`src/rtl/pcs_link_controller_pkg.sv`:
```
// pcs_ctrl_pkg: shared constants for the PCS link controller slice.
//   - state encoding (also exported on ctrl_state for debug)
//   - default values of the controller timing parameters
//   - counter width helper
package pcs_ctrl_pkg;

  localparam int unsigned STATE_W            = 3;
  localparam int unsigned DEF_RESTART_CYCLES = 4;
  localparam int unsigned DEF_LINK_TIMER     = 16;
  localparam int unsigned DEF_SYNC_TIMEOUT   = 64;
  localparam int unsigned LOSS_W             = 8;

  typedef enum logic [STATE_W-1:0] {
    ST_RESET_SYNC = 3'd0,
    ST_WAIT_SYNC  = 3'd1,
    ST_LINK_TIMER = 3'd2,
    ST_LINK_IDLE  = 3'd3,
    ST_GRANTED    = 3'd4
  } state_t;

  // Bits needed to hold the largest of three parameter values.
  function automatic int unsigned cnt_width(input int unsigned a,
                                            input int unsigned b,
                                            input int unsigned c);
    int unsigned m;
    m = a;
    if (b > m) m = b;
    if (c > m) m = c;
    return $clog2(m + 1);
  endfunction

endpackage

```
`src/rtl/pcs_link_controller_if.sv`:
```
// pcs_link_controller_if: transmit-datapath ownership handshake.
//   tx_req   requester -> controller, level held until granted
//   tx_done  requester -> controller, one-cycle end-of-frame pulse
//   tx_grant controller -> requester, requester owns the datapath
// master = requester side, slave = controller side.
interface pcs_link_controller_if;

  logic tx_req;
  logic tx_done;
  logic tx_grant;

  modport master (output tx_req, output tx_done, input tx_grant);
  modport slave  (input tx_req, input tx_done, output tx_grant);

endinterface

```
`src/rtl/pcs_link_timer.sv`:
```
// pcs_link_timer: loadable saturating up-counter with terminal-count flag.
// Ports:
//   clock, reset      clock, synchronous active-low reset
//   clear             force count to zero (highest priority after reset)
//   load, load_value  load an explicit count
//   en                count up by one, holding at all-ones
//   terminal          compare value for the flag
//   tc_c              count == terminal (combinational)
module pcs_link_timer #(
  parameter int unsigned W = 7
) (
  input  logic         clock,
  input  logic         reset,
  input  logic         clear,
  input  logic         load,
  input  logic [W-1:0] load_value,
  input  logic         en,
  input  logic [W-1:0] terminal,
  output logic         tc_c
);

  localparam logic [W-1:0] CNT_MAX = '1;

  logic [W-1:0] count;

  // Counter register; saturates so it never wraps inside a state.
  always_ff @(posedge clock) begin
    if (!reset)                         count <= '0;
    else if (clear)                     count <= '0;
    else if (load)                      count <= load_value;
    else if (en && (count != CNT_MAX))  count <= count + W'(1);
  end

  assign tc_c = (count == terminal);

endmodule

```
`src/rtl/pcs_link_controller.sv`:
```
// pcs_link_controller: PCS synchronizer restart / link qualification and
// transmit-datapath arbitration.
// Ports:
//   clock, reset          clock, synchronous active-low reset
//   code_sync_status      synchronizer lock
//   rx_even               1 = even code-group position
//   tx_bus (slave)        tx_req / tx_done in, tx_grant out
//   sync_rst_n            active-low synchronizer reset
//   tx_idle_en            transmitter sends /I/ ordered sets
//   link_up               link qualified
//   ctrl_state            current state encoding (debug)
//   loss_count            sync-loss count, saturating; only with SYNC_LOSS_CNT_EN
// Optional feature macro: SYNC_LOSS_CNT_EN.
// LINK_TIMER must be >= 2: the WAIT_SYNC cycle that sees lock counts as the
// first of the LINK_TIMER consecutive locked cycles.
module pcs_link_controller
  import pcs_ctrl_pkg::*;
#(
  parameter int unsigned RESTART_CYCLES = DEF_RESTART_CYCLES,
  parameter int unsigned LINK_TIMER     = DEF_LINK_TIMER,
  parameter int unsigned SYNC_TIMEOUT   = DEF_SYNC_TIMEOUT
) (
  input  logic                clock,
  input  logic                reset,
  input  logic                code_sync_status,
  input  logic                rx_even,
  pcs_link_controller_if.slave tx_bus,
  output logic                sync_rst_n,
  output logic                tx_idle_en,
  output logic                link_up,
  output logic [STATE_W-1:0]  ctrl_state
`ifdef SYNC_LOSS_CNT_EN
  ,
  output logic [LOSS_W-1:0]   loss_count
`endif
);

  localparam int unsigned CNT_W = cnt_width(RESTART_CYCLES, LINK_TIMER, SYNC_TIMEOUT);

  state_t           state;
  state_t           next_state;
  logic [CNT_W-1:0] terminal;
  logic             cnt_en;
  logic             cnt_clear;
  logic             tc;
  logic             loss;
  logic             sync_rst_n_d;
  logic             tx_idle_en_d;
  logic             tx_grant_d;
  logic             link_up_d;
  logic             tx_grant;

  // One shared timer: restart, timeout and link counts never overlap.
  pcs_link_timer #(.W(CNT_W)) u_timer (
    .clock      (clock),
    .reset      (reset),
    .clear      (cnt_clear),
    .load       (1'b0),
    .load_value ('0),
    .en         (cnt_en),
    .terminal   (terminal),
    .tc_c       (tc)
  );

  // State and output registers.
  always_ff @(posedge clock) begin
    if (!reset) begin
      state      <= ST_RESET_SYNC;
      sync_rst_n <= 1'b0;
      tx_idle_en <= 1'b1;
      tx_grant   <= 1'b0;
      link_up    <= 1'b0;
    end else begin
      state      <= next_state;
      sync_rst_n <= sync_rst_n_d;
      tx_idle_en <= tx_idle_en_d;
      tx_grant   <= tx_grant_d;
      link_up    <= link_up_d;
    end
  end

  // Next state and timer control.
  always_comb begin
    next_state = state;
    terminal   = '0;
    cnt_en     = 1'b0;
    loss       = 1'b0;
    case (state)
      ST_RESET_SYNC: begin
        terminal = CNT_W'(RESTART_CYCLES - 1);
        cnt_en   = 1'b1;
        if (tc) next_state = ST_WAIT_SYNC;
      end
      ST_WAIT_SYNC: begin
        terminal = CNT_W'(SYNC_TIMEOUT - 1);
        if (code_sync_status) begin
          next_state = ST_LINK_TIMER;
        end else begin
          cnt_en = 1'b1;
          if (tc) next_state = ST_RESET_SYNC;
        end
      end
      ST_LINK_TIMER: begin
        // Count reaching LINK_TIMER-1 on this increment qualifies the link.
        terminal = CNT_W'(LINK_TIMER - 2);
        if (!code_sync_status) begin
          next_state = ST_WAIT_SYNC;
        end else begin
          cnt_en = 1'b1;
          if (tc) next_state = ST_LINK_IDLE;
        end
      end
      ST_LINK_IDLE: begin
        if (!code_sync_status) begin
          next_state = ST_RESET_SYNC;
          loss       = 1'b1;
        end else if (tx_bus.tx_req && rx_even) begin
          next_state = ST_GRANTED;
        end
      end
      ST_GRANTED: begin
        // Sync loss takes priority over a coincident tx_done.
        if (!code_sync_status) begin
          next_state = ST_RESET_SYNC;
          loss       = 1'b1;
        end else if (tx_bus.tx_done) begin
          next_state = ST_LINK_IDLE;
        end
      end
      default: next_state = ST_RESET_SYNC;
    endcase
    cnt_clear = (next_state != state);
  end

  // Moore output decode of the upcoming state.
  always_comb begin
    sync_rst_n_d = (next_state != ST_RESET_SYNC);
    tx_idle_en_d = (next_state != ST_GRANTED);
    tx_grant_d   = (next_state == ST_GRANTED);
    link_up_d    = (next_state == ST_LINK_IDLE) || (next_state == ST_GRANTED);
  end

  assign tx_bus.tx_grant = tx_grant;
  assign ctrl_state      = state;

`ifdef SYNC_LOSS_CNT_EN
  // Sync-loss event counter, saturating at all-ones.
  always_ff @(posedge clock) begin
    if (!reset)                         loss_count <= '0;
    else if (loss && (loss_count != '1)) loss_count <= loss_count + LOSS_W'(1);
  end
`else
  logic loss_unused;
  assign loss_unused = loss;
`endif

endmodule

```
`src/flat_wrapper.sv`:
```
// flat-port wrapper written by rule: the top's interface ports become plain ports
module pcs_link_controller_flat import pcs_ctrl_pkg::*;
#(
  parameter int unsigned RESTART_CYCLES = DEF_RESTART_CYCLES,
  parameter int unsigned LINK_TIMER     = DEF_LINK_TIMER,
  parameter int unsigned SYNC_TIMEOUT   = DEF_SYNC_TIMEOUT
)
  (clock, reset, code_sync_status, rx_even, sync_rst_n, tx_idle_en, link_up, ctrl_state, tx_bus_tx_req, tx_bus_tx_done, tx_bus_tx_grant);
  pcs_link_controller_if tx_bus_i ();
  input  logic clock;
  input  logic reset;
  input  logic code_sync_status;
  input  logic rx_even;
  output logic sync_rst_n;
  output logic tx_idle_en;
  output logic link_up;
  output logic [STATE_W-1:0] ctrl_state;
  input wire logic [$bits(tx_bus_i.tx_req)-1:0] tx_bus_tx_req;
  input wire logic [$bits(tx_bus_i.tx_done)-1:0] tx_bus_tx_done;
  output wire logic [$bits(tx_bus_i.tx_grant)-1:0] tx_bus_tx_grant;
  assign tx_bus_i.tx_req = tx_bus_tx_req;
  assign tx_bus_i.tx_done = tx_bus_tx_done;
  assign tx_bus_tx_grant = tx_bus_i.tx_grant;
  pcs_link_controller #(.RESTART_CYCLES(RESTART_CYCLES), .LINK_TIMER(LINK_TIMER), .SYNC_TIMEOUT(SYNC_TIMEOUT)) u_core (.clock(clock), .reset(reset), .code_sync_status(code_sync_status), .rx_even(rx_even), .tx_bus(tx_bus_i), .sync_rst_n(sync_rst_n), .tx_idle_en(tx_idle_en), .link_up(link_up), .ctrl_state(ctrl_state));
endmodule
```
`config.mk`:
```
export PLATFORM = sky130hd
export DESIGN_NAME = pcs_link_controller_flat
export DESIGN_NICKNAME = d
export VERILOG_FILES = /design/src/rtl/pcs_link_controller_pkg.sv /design/src/rtl/pcs_link_controller_if.sv /design/src/rtl/pcs_link_timer.sv /design/src/rtl/pcs_link_controller.sv /design/src/flat_wrapper.sv
export SDC_FILE = /design/constraint.sdc
export NUM_CORES = 1
export LEC_CHECK = 0
export BUFFER_PORTS_ARGS = -buffer_cell sky130_fd_sc_hd__buf_2
export CAP_MARGIN = 5
export CORE_UTILIZATION = 25
export CTS_BUF_LIST = sky130_fd_sc_hd__clkbuf_4 sky130_fd_sc_hd__clkbuf_8 sky130_fd_sc_hd__clkbuf_16
export CTS_CLUSTER_DIAMETER = 40
export DETAILED_ROUTE_END_ITERATION = 6
export PLACE_DENSITY_LB_ADDON = 0.25
export SLEW_MARGIN = 10
export SYNTH_ARGS = -nofsm -noshare
export SYNTH_HDL_FRONTEND = slang
export SYNTH_SLANG_ARGS = --single-unit
```
`constraint.sdc`:
```
create_clock -name clock -period 2.5 [get_ports clock]
set_input_delay 0.625 -clock clock [delete_from_list [all_inputs] [get_ports clock]]
set_output_delay 0.625 -clock clock [all_outputs]
set_load 0.005 [all_outputs]
```
==> impl_summary.md <==
Layout
The number of nets in the finished design is 120. The area growth from synthesis to layout is 13.92%. Of the cells placed in the final design, the portion with a size suffix greater than 1 is 0.1892. The number of diodes is 0. After routing the design area is 993.5 µm². The number of cells in the finished layout apart from fillers is 157.

Clock network
The longest clock path from root to sink contains 2 buffers. The number of clock sinks seen by CTS is 14. The clock tree root buffer cell is clkbuf_4. Post-CTS repair changed the size of 0 cells.

Hold repair after CTS inserted 0 buffers. At the later pin of the worst-skew pair, clock insertion delay measures 0.27 ns. The clock buffer count from CTS is 3. In this run the number of H-tree levels came out at 1.

TritonCTS built the clock tree. After clock tree synthesis, the clock-pin slew on the worst setup and hold paths is 0.09 ns. Post-CTS timing repair inserted 0 buffers for setup.

Die
The floorplan step defined a die boundary enclosing 3728 µm². After floorplanning, the core was divided into 21 placement rows. In this run the vertical extent of the chip is 61.06 µm. The width of the die is 61.06 µm. The initial core utilization is 0.2613.

The core region area is 3337 µm². In this run the count of I/O pins placed on the die edge is 13.

Placed design
Buffers placed on the I/O ports in this run total 12. In this run the cell area measured after placement is 970.9 µm². At the end of routability-driven placement, the weighted congestion stood at 0.7135. OpenSTA, run right after detailed placement, puts the worst setup slack at 0.1754 ns. The HPWL after detailed placement is 1308 µm. The post-placement cell count is 154.

Global route
The pin count of the biggest net entering global routing is 20. The via count of the first global-routing pass is 624. The global-route wire length before repair is 2794 µm.

The overflow left after global routing is 0. The initial antenna violation count was 0. The all-layer global routing usage is 0.09965.

Synthesis
The number of distinct library cells after synthesis is 39. Counting flops with an async set or reset pin after synthesis yields a share of 0. Summing every instance area after synthesis gives 872.1 µm². The register area share after synthesis is 0.3214. When the netlist entered floorplanning its net count stood at 106. The number of flops mapped to enable cells by yosys is 0. The gate count of the mapped netlist is 99.

The register bit count reported by yosys is 14. The warning count from the yosys run is 0. Averaged over all synthesized cells, the footprint is 8.809 µm². The commonest register cell after synthesis is dfxtp_1.

Critical path
The path length in cells of the critical path is 6. The startpoint identified for the worst register-to-register timing path is u_core.ctrl_state[1]. The worst register-to-register path has a setup slack of 0.47 ns. The critical path goes through xnor2_1, or3_1, a21oi_1, a31oi_1, nor2_4, mux2_1. The highest net fanout along the worst path is 9. The critical path ends at u_core.u_timer.count[4]. Data arrives at the worst endpoint at 2.20 ns. STA puts the critical path data required time at 2.67 ns. STA classifies the critical path startpoint as a flip-flop. The buffering stage count on the worst path with inverters included is 0. The number of cells on the worst reg-to-reg path is 6. The worst setup path is of the reg2reg kind. The worst setup path is captured at a flip-flop. The worst register-to-register path ends at u_core.u_timer.count[4]. Among cell families on the critical path, the largest total delay comes from simple AND/OR/NAND/NOR gates. In this run the worst setup path begins at u_core.ctrl_state[1]. The library cell contributing the largest single delay on the critical path is dfxtp_1. The delay of the slowest cell on the worst path is 0.49 ns.

Routing
After detailed routing, the number of remaining DRC violations is 0. The number of optimization iterations in the first detailed-route pass is 4. The final layout contains routed wiring with a total length of 1780 µm. The highest layer used for signal routing is met3.

The met2 layer wire length in the routed design is 783 µm. In the detailed route, the total length drawn on met3 is 23 µm. The wire length per cell after detailed routing is 11.34 µm.

Detailed routing inserted a total of 735 vias. The number of DRC markers in iteration 0 is 34. For this block, wires on met1 add up to 974 µm. The number of routed nets with antenna violations is 0. The per-cell via count in the routed design is 4.682.

Pwr
The highest ir drop seen on vdd is 0.1468 mV. The power density normalized to cell area is 621.5 nW/µm². The analysis attributes to cell leakage a power of 0.4231 nW.

Hold path
In this run the worst hold path is classified as reg2reg.

Timing
The final number of setup-violating endpoints is 0. For the final routed database, the setup TNS stands at 0 ns. The worst slew slack as a fraction of its limit is 0.6033. For the final database, setup skew stands at 0.002574 ns. The total count of hold-check failures in the final report is 0.

At the pin with the least slew margin, the transition time is 0.5911 ns. Dividing the final minimum period by the clock period gives 0.8139. The fmax is 0.4915 GHz. The final-report max-slew violation count is 0. Setup repair after global routing left no endpoint under its margin. The final setup slack of the worst path is 0.4653 ns. The clock period minus worst slack is 2.035 ns.

Run
The number of violations of the max-capacitance limit is 0.

Outcome
The flow ran to the end, and the final reports show no timing, DRC or antenna violations.
-- power by group --
part	internal, mW	switching [mW]	total, mW	leakage, nW
sequential	0.246	0.0282	0.275	0.113
combinational	0.0987	0.114	0.213	0.296
clock	0.0558	0.0743	0.130	0.0138
total	0.401	0.217	0.617	0.423
-- flip-flops by register name (all words and copies together) (netlist names) --
signal                  cells
u_core.u_timer.count        7
u_core.ctrl_state           3
u_core.link_up              1
u_core.sync_rst_n           1
u_core.tx_bus.tx_grant      1
u_core.tx_idle_en           1
-- routing by layer --
layer / global-route usage / vias to the layer above
met2: 0.1398 / 8
li1: - / 382
met4: 0.02922 / 0
met1: 0.1526 / 345
met5: 0 / -
met3: 0.01891 / 0
-- through the flow --
step                      power (mW)  utilization  hold WS [ns]
final                         0.6175       0.2977        0.5460
after global routing          0.6624       0.2977        0.5868
after CTS                     0.6223       0.2977        0.5578
after detailed placement      0.4926       0.2910        0.5354
after global placement        0.4894       0.2910        0.5221
after floorplan               0.4454            -        0.4974
-- how the worst min path moves through the flow --
stage,from,end,cells past startpoint
final,u_core.u_timer.count[5],u_core.u_timer.count[5],2
after global routing,u_core.u_timer.count[5],u_core.u_timer.count[5],2
after CTS,u_core.u_timer.count[5],u_core.u_timer.count[5],2
after detailed placement,u_core.u_timer.count[5],u_core.u_timer.count[5],2
after global placement,u_core.u_timer.count[5],u_core.u_timer.count[5],2
after floorplan,u_core.u_timer.count[5],u_core.u_timer.count[5],2
-- layout by cell type, fill, tap and decap left out, types with 3 or more instances in the layout --
cell      instances
a31oi_1           3
buf_2            12
buf_4             3
clkbuf_4          3
dfxtp_1          14
inv_1             5
mux2i_1           4
nand2_1           6
nand3_1           5
nor2_1            7
nor3b_1           4
o21ai_0           4
xnor2_1           5
-- tightest hold or removal path, stage by stage, from the launching register on --
cell	delay, ns
dfxtp_1	0.37
xnor2_1	0.08
nor2_1	0.07
-- cells by family (layout without fill, tap and decap cells) --
logic type               count (synthesis)  in the layout  synth area share
AND/OR/NAND/NOR                         38             38            0.2482
XOR/XNOR                                 7              7           0.07030
flip-flops                              14             14            0.3214
multiplexers                             7              7           0.08895
adder cells (fa/ha/maj)                  1              1           0.01434
AO/OA/AOI/OAI                           21             21            0.1880
buffers and inverters                   11             23           0.06886
-- final cells by class --
class                           instances  area (µm²)
Inverter                                5       18.77
Sequential cell                        14       280.3
Multi-Input combinational cell         74       531.8
Clock buffer                            3       22.52
Timing Repair Buffer                   15       82.58
Fill cell                             371        2344
Tap cell                               46       57.56
-- cell usage after synthesis, drive strengths merged, types with 2 or more instances --
cell | instances | area (µm²)
a21oi | 2 | 10.01
dfxtp | 14 | 280.3
xnor2 | 5 | 43.79
a311oi | 2 | 35.04
or3 | 2 | 12.51
nand2b | 2 | 12.51
mux2i | 4 | 40.04
nand2 | 6 | 22.52
o211a | 2 | 20.02
nor2 | 8 | 37.54
mux2 | 3 | 37.53
inv | 5 | 18.77
nand3 | 5 | 25.02
o21ai | 6 | 30.03
buf | 5 | 37.53
nor3b | 4 | 30.03
nor3 | 2 | 10.01
nor2b | 2 | 12.51
a31oi | 3 | 18.77
xor2 | 2 | 17.52
and3 | 2 | 12.51
Power figures use the tool's default switching activity.
